`config.mk`:
```
export PLATFORM = sky130hd
export DESIGN_NAME = ship_place_seq_flat
export DESIGN_NICKNAME = d
export VERILOG_FILES = /design/src/rtl/statki_pkg.sv /design/src/rtl/ship_place_seq_if.sv /design/src/rtl/ship_place_seq.sv /design/src/flat_wrapper.sv
export SDC_FILE = /design/constraint.sdc
export NUM_CORES = 1
export LEC_CHECK = 0
export ABC_AREA = 1
export BUFFER_PORTS_ARGS = -buffer_cell sky130_fd_sc_hd__clkbuf_2
export CAP_MARGIN = 15
export CORE_AREA = 2 2 81 83
export CTS_CLUSTER_DIAMETER = 150
export DETAILED_ROUTE_END_ITERATION = 8
export DIE_AREA = 0 0 83 85
export PLACE_DENSITY = 0.69
export SYNTH_ARGS = -nofsm -noshare
export SYNTH_HDL_FRONTEND = slang
export SYNTH_SLANG_ARGS = --single-unit
```
`constraint.sdc`:
```
create_clock -name clk -period 1.95 [get_ports clk]
set_input_delay 0.0975 -clock clk [delete_from_list [all_inputs] [get_ports clk]]
set_output_delay 0.0975 -clock clk [all_outputs]
set_load 0.01 [all_outputs]
```
`src/rtl/statki_pkg.sv`:
```
// Shared constants, types and helpers for the ship-placement sequencer.
package statki_pkg;

    localparam int unsigned GRID_W   = 10;
    localparam int unsigned GRID_H   = 10;
    localparam int unsigned MAX_LEN  = 4;
    localparam int unsigned SHIP_CNT = 4;
    localparam int unsigned CELLS    = GRID_W * GRID_H;

    typedef enum logic {
        HORIZ = 1'b0,
        VERT  = 1'b1
    } orient_t;

    typedef enum logic [3:0] {
        StIdle,
        StClear,
        StWaitClick,
        StBounds,
        StCheck,
        StCheckLast,
        StWrite,
        StNext,
        StDone
    } place_state_t;

    // Linear RAM address of grid cell (x, y), row-major.
    function automatic logic [6:0] cell_addr(input logic [3:0] x, input logic [3:0] y);
        return 7'(int'(y) * GRID_W + int'(x));
    endfunction

    // Ships shrink by one cell per index, starting at MAX_LEN.
    function automatic logic [2:0] ship_len_of(input logic [1:0] idx);
        return 3'(MAX_LEN - int'(idx));
    endfunction

endpackage

```
`src/rtl/ship_place_seq_if.sv`:
```
// Board occupancy RAM port: the sequencer is master, the RAM is slave.
interface ship_place_seq_if;

    logic [6:0] board_addr;
    logic       board_re;
    logic       board_rd_data;
    logic       board_we;
    logic       board_wdata;

    modport master (
        output board_addr,
        output board_re,
        input  board_rd_data,
        output board_we,
        output board_wdata
    );

    modport slave (
        input  board_addr,
        input  board_re,
        output board_rd_data,
        input  board_we,
        input  board_wdata
    );

endinterface

```
`src/rtl/ship_place_seq.sv`:
```
// Ship-placement sequencer: clears the board RAM, then bounds-checks,
// collision-checks and writes each clicked ship until all are placed.
module ship_place_seq
    import statki_pkg::*;
(
    input  logic             clk,
    input  logic             rst,
    input  logic             start,
    input  logic             cell_valid,
    input  logic [3:0]       cell_x,
    input  logic [3:0]       cell_y,
    input  logic             orient,
    ship_place_seq_if.master board,
    output logic             busy,
    output logic             reject,
    output logic [1:0]       ship_idx,
    output logic [2:0]       ship_len,
    output logic             done
);

    place_state_t state;
    logic [3:0]   x_q;
    logic [3:0]   y_q;
    orient_t      orient_q;
    logic [2:0]   k_q;
    logic         hit_q;

    logic [6:0]   addr_q;
    logic         re_q;
    logic         we_q;
    logic         wdata_q;

    logic [4:0]   end_x;
    logic [4:0]   end_y;
    logic         oob;
    logic         last_k;
    logic [6:0]   step;

    assign board.board_addr  = addr_q;
    assign board.board_re    = re_q;
    assign board.board_we    = we_q;
    assign board.board_wdata = wdata_q;

    // Bounds test on 5-bit sums so x + len cannot wrap; cell iterator helpers.
    always_comb begin
        end_x  = {1'b0, x_q} + {2'b00, ship_len};
        end_y  = {1'b0, y_q} + {2'b00, ship_len};
        oob    = (x_q >= 4'(GRID_W)) || (y_q >= 4'(GRID_H)) ||
                 ((orient_q == HORIZ) ? (end_x > 5'(GRID_W)) : (end_y > 5'(GRID_H)));
        last_k = (k_q == (ship_len - 3'd1));
        step   = (orient_q == VERT) ? 7'(GRID_W) : 7'd1;
    end

    // Placement FSM with all outputs registered.
    always_ff @(posedge clk or negedge rst) begin
        if (!rst) begin
            state    <= StIdle;
            x_q      <= '0;
            y_q      <= '0;
            orient_q <= HORIZ;
            k_q      <= '0;
            hit_q    <= 1'b0;
            addr_q   <= '0;
            re_q     <= 1'b0;
            we_q     <= 1'b0;
            wdata_q  <= 1'b0;
            busy     <= 1'b0;
            reject   <= 1'b0;
            ship_idx <= '0;
            ship_len <= ship_len_of(2'd0);
            done     <= 1'b0;
        end else begin
            reject <= 1'b0;
            unique case (state)
                StIdle, StDone: begin
                    if (start) begin
                        state    <= StClear;
                        busy     <= 1'b1;
                        done     <= 1'b0;
                        addr_q   <= '0;
                        we_q     <= 1'b1;
                        wdata_q  <= 1'b0;
                        ship_idx <= '0;
                        ship_len <= ship_len_of(2'd0);
                    end
                end
                StClear: begin
                    if (addr_q == 7'(CELLS - 1)) begin
                        state  <= StWaitClick;
                        we_q   <= 1'b0;
                        addr_q <= '0;
                    end else begin
                        addr_q <= addr_q + 7'd1;
                    end
                end
                StWaitClick: begin
                    if (cell_valid) begin
                        x_q      <= cell_x;
                        y_q      <= cell_y;
                        orient_q <= orient_t'(orient);
                        state    <= StBounds;
                    end
                end
                StBounds: begin
                    if (oob) begin
                        reject <= 1'b1;
                        state  <= StWaitClick;
                    end else begin
                        state  <= StCheck;
                        re_q   <= 1'b1;
                        addr_q <= cell_addr(x_q, y_q);
                        k_q    <= '0;
                        hit_q  <= 1'b0;
                    end
                end
                StCheck: begin
                    // Data returned now belongs to the read issued last cycle.
                    if (k_q != 3'd0) begin
                        hit_q <= hit_q | board.board_rd_data;
                    end
                    if (last_k) begin
                        state <= StCheckLast;
                        re_q  <= 1'b0;
                    end else begin
                        k_q    <= k_q + 3'd1;
                        addr_q <= addr_q + step;
                    end
                end
                StCheckLast: begin
                    if (hit_q || board.board_rd_data) begin
                        reject <= 1'b1;
                        state  <= StWaitClick;
                    end else begin
                        state   <= StWrite;
                        we_q    <= 1'b1;
                        wdata_q <= 1'b1;
                        addr_q  <= cell_addr(x_q, y_q);
                        k_q     <= '0;
                    end
                end
                StWrite: begin
                    if (last_k) begin
                        state   <= StNext;
                        we_q    <= 1'b0;
                        wdata_q <= 1'b0;
                    end else begin
                        k_q    <= k_q + 3'd1;
                        addr_q <= addr_q + step;
                    end
                end
                StNext: begin
                    if (ship_idx == 2'(SHIP_CNT - 1)) begin
                        state <= StDone;
                        busy  <= 1'b0;
                        done  <= 1'b1;
                    end else begin
                        ship_idx <= ship_idx + 2'd1;
                        ship_len <= ship_len_of(ship_idx + 2'd1);
                        state    <= StWaitClick;
                    end
                end
                default: state <= StIdle;
            endcase
        end
    end

endmodule

```
`src/flat_wrapper.sv`:
```
// flat-port wrapper written by rule: the top's interface ports become plain ports
module ship_place_seq_flat import statki_pkg::*;
  (clk, rst, start, cell_valid, cell_x, cell_y, orient, busy, reject, ship_idx, ship_len, done, board_board_addr, board_board_re, board_board_rd_data, board_board_we, board_board_wdata);
  ship_place_seq_if board_i ();
  input  logic clk;
  input  logic rst;
  input  logic start;
  input  logic cell_valid;
  input  logic [3:0] cell_x;
  input  logic [3:0] cell_y;
  input  logic orient;
  output logic busy;
  output logic reject;
  output logic [1:0] ship_idx;
  output logic [2:0] ship_len;
  output logic done;
  output wire logic [$bits(board_i.board_addr)-1:0] board_board_addr;
  output wire logic [$bits(board_i.board_re)-1:0] board_board_re;
  input wire logic [$bits(board_i.board_rd_data)-1:0] board_board_rd_data;
  output wire logic [$bits(board_i.board_we)-1:0] board_board_we;
  output wire logic [$bits(board_i.board_wdata)-1:0] board_board_wdata;
  assign board_board_addr = board_i.board_addr;
  assign board_board_re = board_i.board_re;
  assign board_i.board_rd_data = board_board_rd_data;
  assign board_board_we = board_i.board_we;
  assign board_board_wdata = board_i.board_wdata;
  ship_place_seq u_core (.clk(clk), .rst(rst), .start(start), .cell_valid(cell_valid), .cell_x(cell_x), .cell_y(cell_y), .orient(orient), .board(board_i), .busy(busy), .reject(reject), .ship_idx(ship_idx), .ship_len(ship_len), .done(done));
endmodule
```
==> flow_metrics.py, run 1 <==
metrics = {
    "die": {
        "die_w_um": 83,
        "ios": 32,
        "dieArea_sq_um": 7060,
        "start_util_pct": 43.6,
        "num_rows": 29,
        "die_y_um": 85,
        "core_area_sq_um": 6200,
    },
    "layout": {
        "area_growth_pct": 29.7,
        "fillers": 584,
        "fin_util_pct": 56.6,
        "drive_above_1_share_pct": 29.2,
        "nets": 486,
        "antennaDiodeCount": 0,
    },
    "timing": {
        "tightestPinTransition_ps": 568,
        "slew_headroom_pct": 61.7,
        "fmax_mhz": 475,
        "setup-violations-final": 14,
        "setup_ws_ps": -155,
        "fin_worst_skew_ps": 12.4,
        "hold_viol": 0,
        "tns_ps": -1370,
        "finalMaxSlewViolations": 0,
        "hold_slack_ps": 33.2,
        "layout_min_cycle_time_ps": 2110,
        "rsz0062_at_grt": "yes",
        "period_share_pct": 108,
    },
    "synthesis": {
        "syn_inst": 379,
        "syn_nets": 418,
        "synth_top_area_share_pct": 30.5,
        "synth.most_common_cell": "nand2_1",
        "synthArstFlopShare_pct": 100,
        "avgSynthCellArea_sq_um": 7.14,
        "synth_common_cells": "111 x nand2_1, 50 x inv_1, 41 x nand3_1, 33 x dfrtp_1, 27 x nor2_1",
        "yosysWarningCount": 0,
        "seq_area_frac_synth_pct": 31.5,
        "synth_cell_types": 33,
        "synth_area_leaders": "dfrtp_1 30%, nand2_1 15%, ha_1 9.2%, nand3_1 7.6%, inv_1 6.9%",
        "ys_ff_latch": 34,
        "yosysTopAreaCell": "dfrtp_1",
        "ys_dominant_reg_cell": "dfrtp_1",
        "synth_edf_count": 0,
        "synth_area_sq_um": 2710,
    },
    "drt": {
        "vias": 2738,
        "via_per_inst": 5.22,
        "wl_mm": 7.05,
        "ant_nets": 0,
        "wl_per_cell_um": 13.4,
        "drt-initial-drc-count": 236,
        "drc": 0,
        "dr.pass1.iters": 4,
    },
    "outcome": {
        "status": "finished, violations left",
        "violations": "negative setup slack",
    },
    "clock_network": {
        "cts_buffers": 5,
        "root_buffer": "clkbuf_8",
        "clk_latency_ps": 290,
        "cts_tree": "yes",
        "htreeDepth": 2,
        "clock_sinks": 34,
        "clk_pin_slew_ps": 80,
        "clk_path_buf_depth": 2,
    },
    "critical_path": {
        "crit_chain": "ha_4 -> fa_2 -> nand2_1 -> o21ai_1 -> nand3_1 -> nand2_1 -> nand2_2 -> nand2_4 -> nand2_8 -> nand3_4 -> nand2_1 -> nand2_1",
        "cp_num_buf_inv": 0,
        "reg2reg_depth": 12,
        "worst-path-stages": 12,
        "crit_type": "register to register",
        "cp_top_family": "simple AND/OR/NAND/NOR gates",
        "cp.arrival_ps": 2330,
        "required_ps": 2180,
        "cp_slowest_cell": "fa_2",
        "end_kind": "register",
        "setup.worst_path.start_class": "register",
        "cp_max_fo": 8,
        "cpPeakStageDelay_ps": 520,
        "cpMostUsedCell": "nand2_1",
    },
    "global_route": {
        "grt_pass1_wl_mm": 12.0,
        "busiest_layer": "met2",
        "met1_usage_pct": 28.7,
        "antenna_found_initial": 0,
        "grt_overflow": 0,
        "grt_pass1_vias": 2547,
        "grt_use_met3_pct": 3.99,
        "grtUsageMet2_pct": 33.1,
        "grt_use_total_pct": 20.8,
        "grt_max_degree": 16,
    },
    "power_and_ir_drop": {
        "p_sw_uw": 2920,
        "max-vdd-ir-drop_v": 0.00103,
        "p_leak_uw": 0.00188,
        "clkPwrFrac_pct": 10.9,
        "p_int_uw": 3110,
        "p_total_uw": 6030,
        "power.share.sequential_pct": 20.4,
        "netSwitchingFraction_pct": 48.4,
        "p_comb_share_pct": 68.6,
        "pwr_density_cell_nw_per_um2": 1720,
    },
    "flow_run": {
        "cap_viol_max_count": 0,
    },
    "worst_hold_path": {
        "min_path_cells": 2,
        "worstHoldPathType": "input port to register",
    },
    "placed_design": {
        "pre_cts_ws_ps": -255,
        "place_hpwl_mm": 5.32,
        "routabilityCongestion": 0.897,
        "port_buffers": 31,
    },
}
-- placed cells by master (no fill, tap or decap), types with 2 or more instances in the layout --
cell      netlist  final
a21oi_1        10      9
buf_4           3     32
buf_6           1      4
clkbuf_2        0     31
clkbuf_8        0      5
clkinv_2        0      2
dfrtp_1        33     30
dfrtp_2         0      3
fa_1            5      2
fa_2            0      3
ha_1           20     15
ha_4            0      4
inv_1          50     47
inv_2           4      6
mux2_2          4      4
nand2_1       111    102
nand2_2         3     10
nand2_4         0      2
nand3_1        41     33
nand3_2         1      6
nand3_4         1      4
nand3b_1        3      3
nand4_1        16     16
nor2_1         27     26
nor2_2          3      2
nor2_4          0      2
nor3_1          2      2
o211ai_1        2      2
o21ai_0        15     13
o21ai_1         1      3
or2_2           4      4
xnor2_1         3      3
xor2_1          5      5
-- area by class of cell --
type                    instances  area (sq um)  share of cell area, %
clock buffers                   5          68.8                   1.96
clock inverters                 3          40.0                   1.14
inverters                      54           205                   5.84
multi-input cells             284          1800                   51.1
flip-flops and latches         34           856                   24.4
well taps                      77          96.3                   2.74
repair buffers                 68           450                   12.8
-- stage by stage --
step / area [sq um] / std cells
floorplan: 2730 / 379
global placement: 3160 / 510
detailed placement: 3160 / 510
CTS: 3310 / 520
global route: 3510 / 525
finish: 3510 / 525
-- kinds of logic (layout without fill, tap and decap cells) --
logic type                 count (synthesis)  in the layout  synth area share, %
muxes                                      4              4                 1.66
buffers and inverters                     62            130                 9.47
and+or+nand+nor                          213            214                 35.2
DFF                                       34             34                 31.5
xor gates and xnor gates                   8              8                 2.59
adders and majority gates                 25             25                 12.9
AOI/OAI and AO/OA                         33             33                 6.70
-- worst reg2reg max path, delay by kind of cell (launching register included) --
family	cells	cell delay, ps
AOI/OAI and AO/OA	1	60
and+or+nand+nor	9	800
adders and majority gates	2	710
DFF	1	460
-- flip-flops by register name (all words and copies together) (netlist names) --
signal	count
u_core.board.board_addr	7
u_core.board.board_wdata	1
u_core.orient_q	1
u_core.reject	1
u_core.board.board_we	1
u_core.board.board_re	1
u_core.y_q	4
u_core.state	4
u_core.x_q	4
u_core.k_q	3
u_core.hit_q	1
u_core.busy	1
u_core.ship_len	3
u_core.done	1
u_core.ship_idx	1
-- layer usage --
metal,wire (um),vias to the layer above
met2,3300,75
met5,0,-
li1,-,1374
met4,166,0
met3,357,18
met1,3230,1271
-- final timing paths --
path	to	slack [ps]	startpoint
worst min-delay path	u_core.x_q[1]	30	cell_x[1]
max in group asynchronous	u_core.board.board_addr[2]	1180	rst
worst min register to register	u_core.busy	470	u_core.busy
worst max register to register	u_core.board.board_addr[6]	-160	u_core.ship_len[0]
worst max-delay path	u_core.board.board_addr[6]	-160	u_core.ship_len[0]
min in group asynchronous	u_core.ship_idx[1]	240	rst
-- power by group through the flow --
stage               sequential, uW  clock (uW)  combinational, uW
finish                        1230         659               4140
global route                  1270         709               4650
CTS                           1210         666               3660
detailed placement            1220           0               3570
global placement              1220           0               3480
floorplan                     1250           0               2390
-- timing repair --
item | 4_1_cts | 5_1_grt
setup buffers | 0 | 6
hold endpoints to repair | 12 | 0
endpoints found under the setup margin | 17 | 19
pin swaps | 5 | 12
resized for setup | 9 | 38
gates cloned | 1 | 0
hold buffers | 1 | 0
(Power assumes the default switching activity.)
==> run 2, diff against run 1 <==
CTS_CLUSTER_SIZE = 10   (was unset)
SETUP_SLACK_MARGIN = 0.02   (was unset)
==> run 2 against run 1 <==
Effect of this change:
- the flow still finishes with violations (negative setup slack)
- clock power barely moved
- sequential power about the same
- combinational power barely moved
- worst hold slack unchanged
- cell area stayed put
- critical endpoint unchanged
- highest routed layer unchanged
==> flow_metrics.py, run 2 (same netlist as run 1, synthesis figures left out) <==
metrics = {
    "drt": {
        "ant_nets": 0,
        "via_per_inst": 5.21,
        "vias": 2737,
        "dr.pass1.iters": 5,
        "drt-initial-drc-count": 235,
        "drc": 0,
        "wl_mm": 7.06,
        "wl_per_cell_um": 13.4,
    },
    "global_route": {
        "grt_pass1_wl_mm": 12.0,
        "grt_overflow": 0,
        "antenna_found_initial": 0,
        "grt_use_total_pct": 20.8,
        "grt_max_degree": 16,
        "grt_pass1_vias": 2547,
    },
    "timing": {
        "tightestPinTransition_ps": 568,
        "rsz0062_at_grt": "yes",
        "hold_viol": 0,
        "setup_ws_ps": -155,
        "fmax_mhz": 475,
        "fin_worst_skew_ps": 12.4,
        "layout_min_cycle_time_ps": 2110,
        "slew_headroom_pct": 61.7,
        "period_share_pct": 108,
        "setup-violations-final": 14,
        "finalMaxSlewViolations": 0,
    },
    "clock_network": {
        "root_buffer": "clkbuf_8",
        "cts_buffers": 5,
        "clk_path_buf_depth": 2,
        "htreeDepth": 2,
        "clk_latency_ps": 290,
        "cts_tree": "yes",
        "clk_pin_slew_ps": 80,
        "clock_sinks": 34,
    },
    "worst_hold_path": {
        "worstHoldPathType": "input port to register",
        "min_path_cells": 2,
        "holdPathEnd": "u_core.x_q[1]",
        "min-delay-start": "cell_x[1]",
    },
    "layout": {
        "final_common_cell": "nand2_1",
        "area_growth_pct": 29.7,
        "finalNonFillerCells": 525,
        "fin_util_pct": 56.6,
        "nets": 486,
        "largest_reg_flops": 7,
        "fillers": 584,
        "drive_above_1_share_pct": 29.2,
        "antennaDiodeCount": 0,
        "mostFrequentLayoutCells": "102 x nand2_1, 47 x inv_1, 33 x nand3_1, 32 x buf_4, 31 x clkbuf_2",
    },
    "power_and_ir_drop": {
        "p_leak_uw": 0.00188,
        "p_total_uw": 6030,
        "max-vdd-ir-drop_v": 0.00103,
        "pwr_density_cell_nw_per_um2": 1720,
    },
    "die": {
        "num_rows": 29,
        "dieArea_sq_um": 7060,
        "core_area_sq_um": 6200,
        "start_util_pct": 43.6,
        "die_y_um": 85,
        "ios": 32,
        "die_w_um": 83,
    },
    "critical_path": {
        "cp.arrival_ps": 2330,
        "reg2reg_from": "u_core.ship_len[0]",
        "reg2reg_depth": 12,
        "cp_max_fo": 8,
        "end_kind": "register",
        "setup.worst_path.start_class": "register",
        "crit_type": "register to register",
        "required_ps": 2180,
        "reg2reg_to": "u_core.board.board_addr[6]",
        "r2r_slack_ps": -160,
    },
    "placed_design": {
        "pre_cts_ws_ps": -255,
        "port_buffers": 31,
        "routabilityCongestion": 0.897,
        "place_hpwl_mm": 5.32,
        "dp.cells": 510,
    },
    "flow_run": {
        "cap_viol_max_count": 0,
    },
    "outcome": {
        "violations": "negative setup slack",
        "status": "finished, violations left",
    },
}
[run 2: worst max path at each step]
stage | endpoint | from
6_report | u_core.board.board_addr[6] | u_core.ship_len[0]
5_1_grt | u_core.board.board_addr[6] | u_core.ship_len[0]
4_1_cts | u_core.board.board_addr[6] | u_core.y_q[3]
3_5_place_dp | u_core.k_q[1] | u_core.ship_len[0]
3_3_place_gp | u_core.k_q[0] | u_core.ship_len[0]
2_1_floorplan | u_core.board.board_addr[6] | u_core.y_q[1]
[run 2: where the power goes]
part,switching [uW],internal (uW)
Sequential,273,959
Clock,283,377
Combinational,2360,1780
Total,2920,3110
[run 2: repair_timing]
action	in CTS	in global routing
pin swaps	5	12
gates cloned	1	0
gates resized for setup	9	39
hold buffers	1	0
setup buffers	0	6
setup endpoints to repair	17	19
endpoints found under the hold margin	12	0
[run 2: layout make-up]
type / count / area [sq um] / share of cell area (%)
multi-input cells: 284 / 1800 / 51.1
flip-flops and latches: 34 / 856 / 24.4
repair buffers: 68 / 450 / 12.8
inverters: 54 / 205 / 5.84
well taps: 77 / 96.3 / 2.74
clock buffers: 5 / 68.8 / 1.96
clock inverters: 3 / 40.0 / 1.14
[run 2: metrics by stage]
stage | hold WS, ps | setup TNS (ps) | instance area [sq um]
3_3_place_gp | 32.0 | -2720 | 3160
4_1_cts | 33.8 | -1200 | 3310
6_report | 33.2 | -1370 | 3510
5_1_grt | 28.9 | -2790 | 3510
3_5_place_dp | 38.2 | -3230 | 3160
2_1_floorplan | -198 | -696 | 2730
[run 2: critical path, cell delays in order, from the launching register on]
cell,delay (ps)
dfrtp_2,460
ha_4,180
fa_2,520
nand2_1,50
o21ai_1,60
nand3_1,80
nand2_1,100
nand2_2,90
nand2_4,110
nand2_8,100
nand3_4,130
nand2_1,70
nand2_1,70
[run 2: metal layers]
| metal | global-route usage [%] | vias up | share of wire (%) |
|---|---|---|---|
| met2 | 33.1 | 75 | 47 |
| met5 | 0 | - | 0 |
| li1 | - | 1374 | - |
| met1 | 28.7 | 1270 | 46 |
| met3 | 3.99 | 18 | 5.1 |
| met4 | 6.26 | 0 | 2.4 |
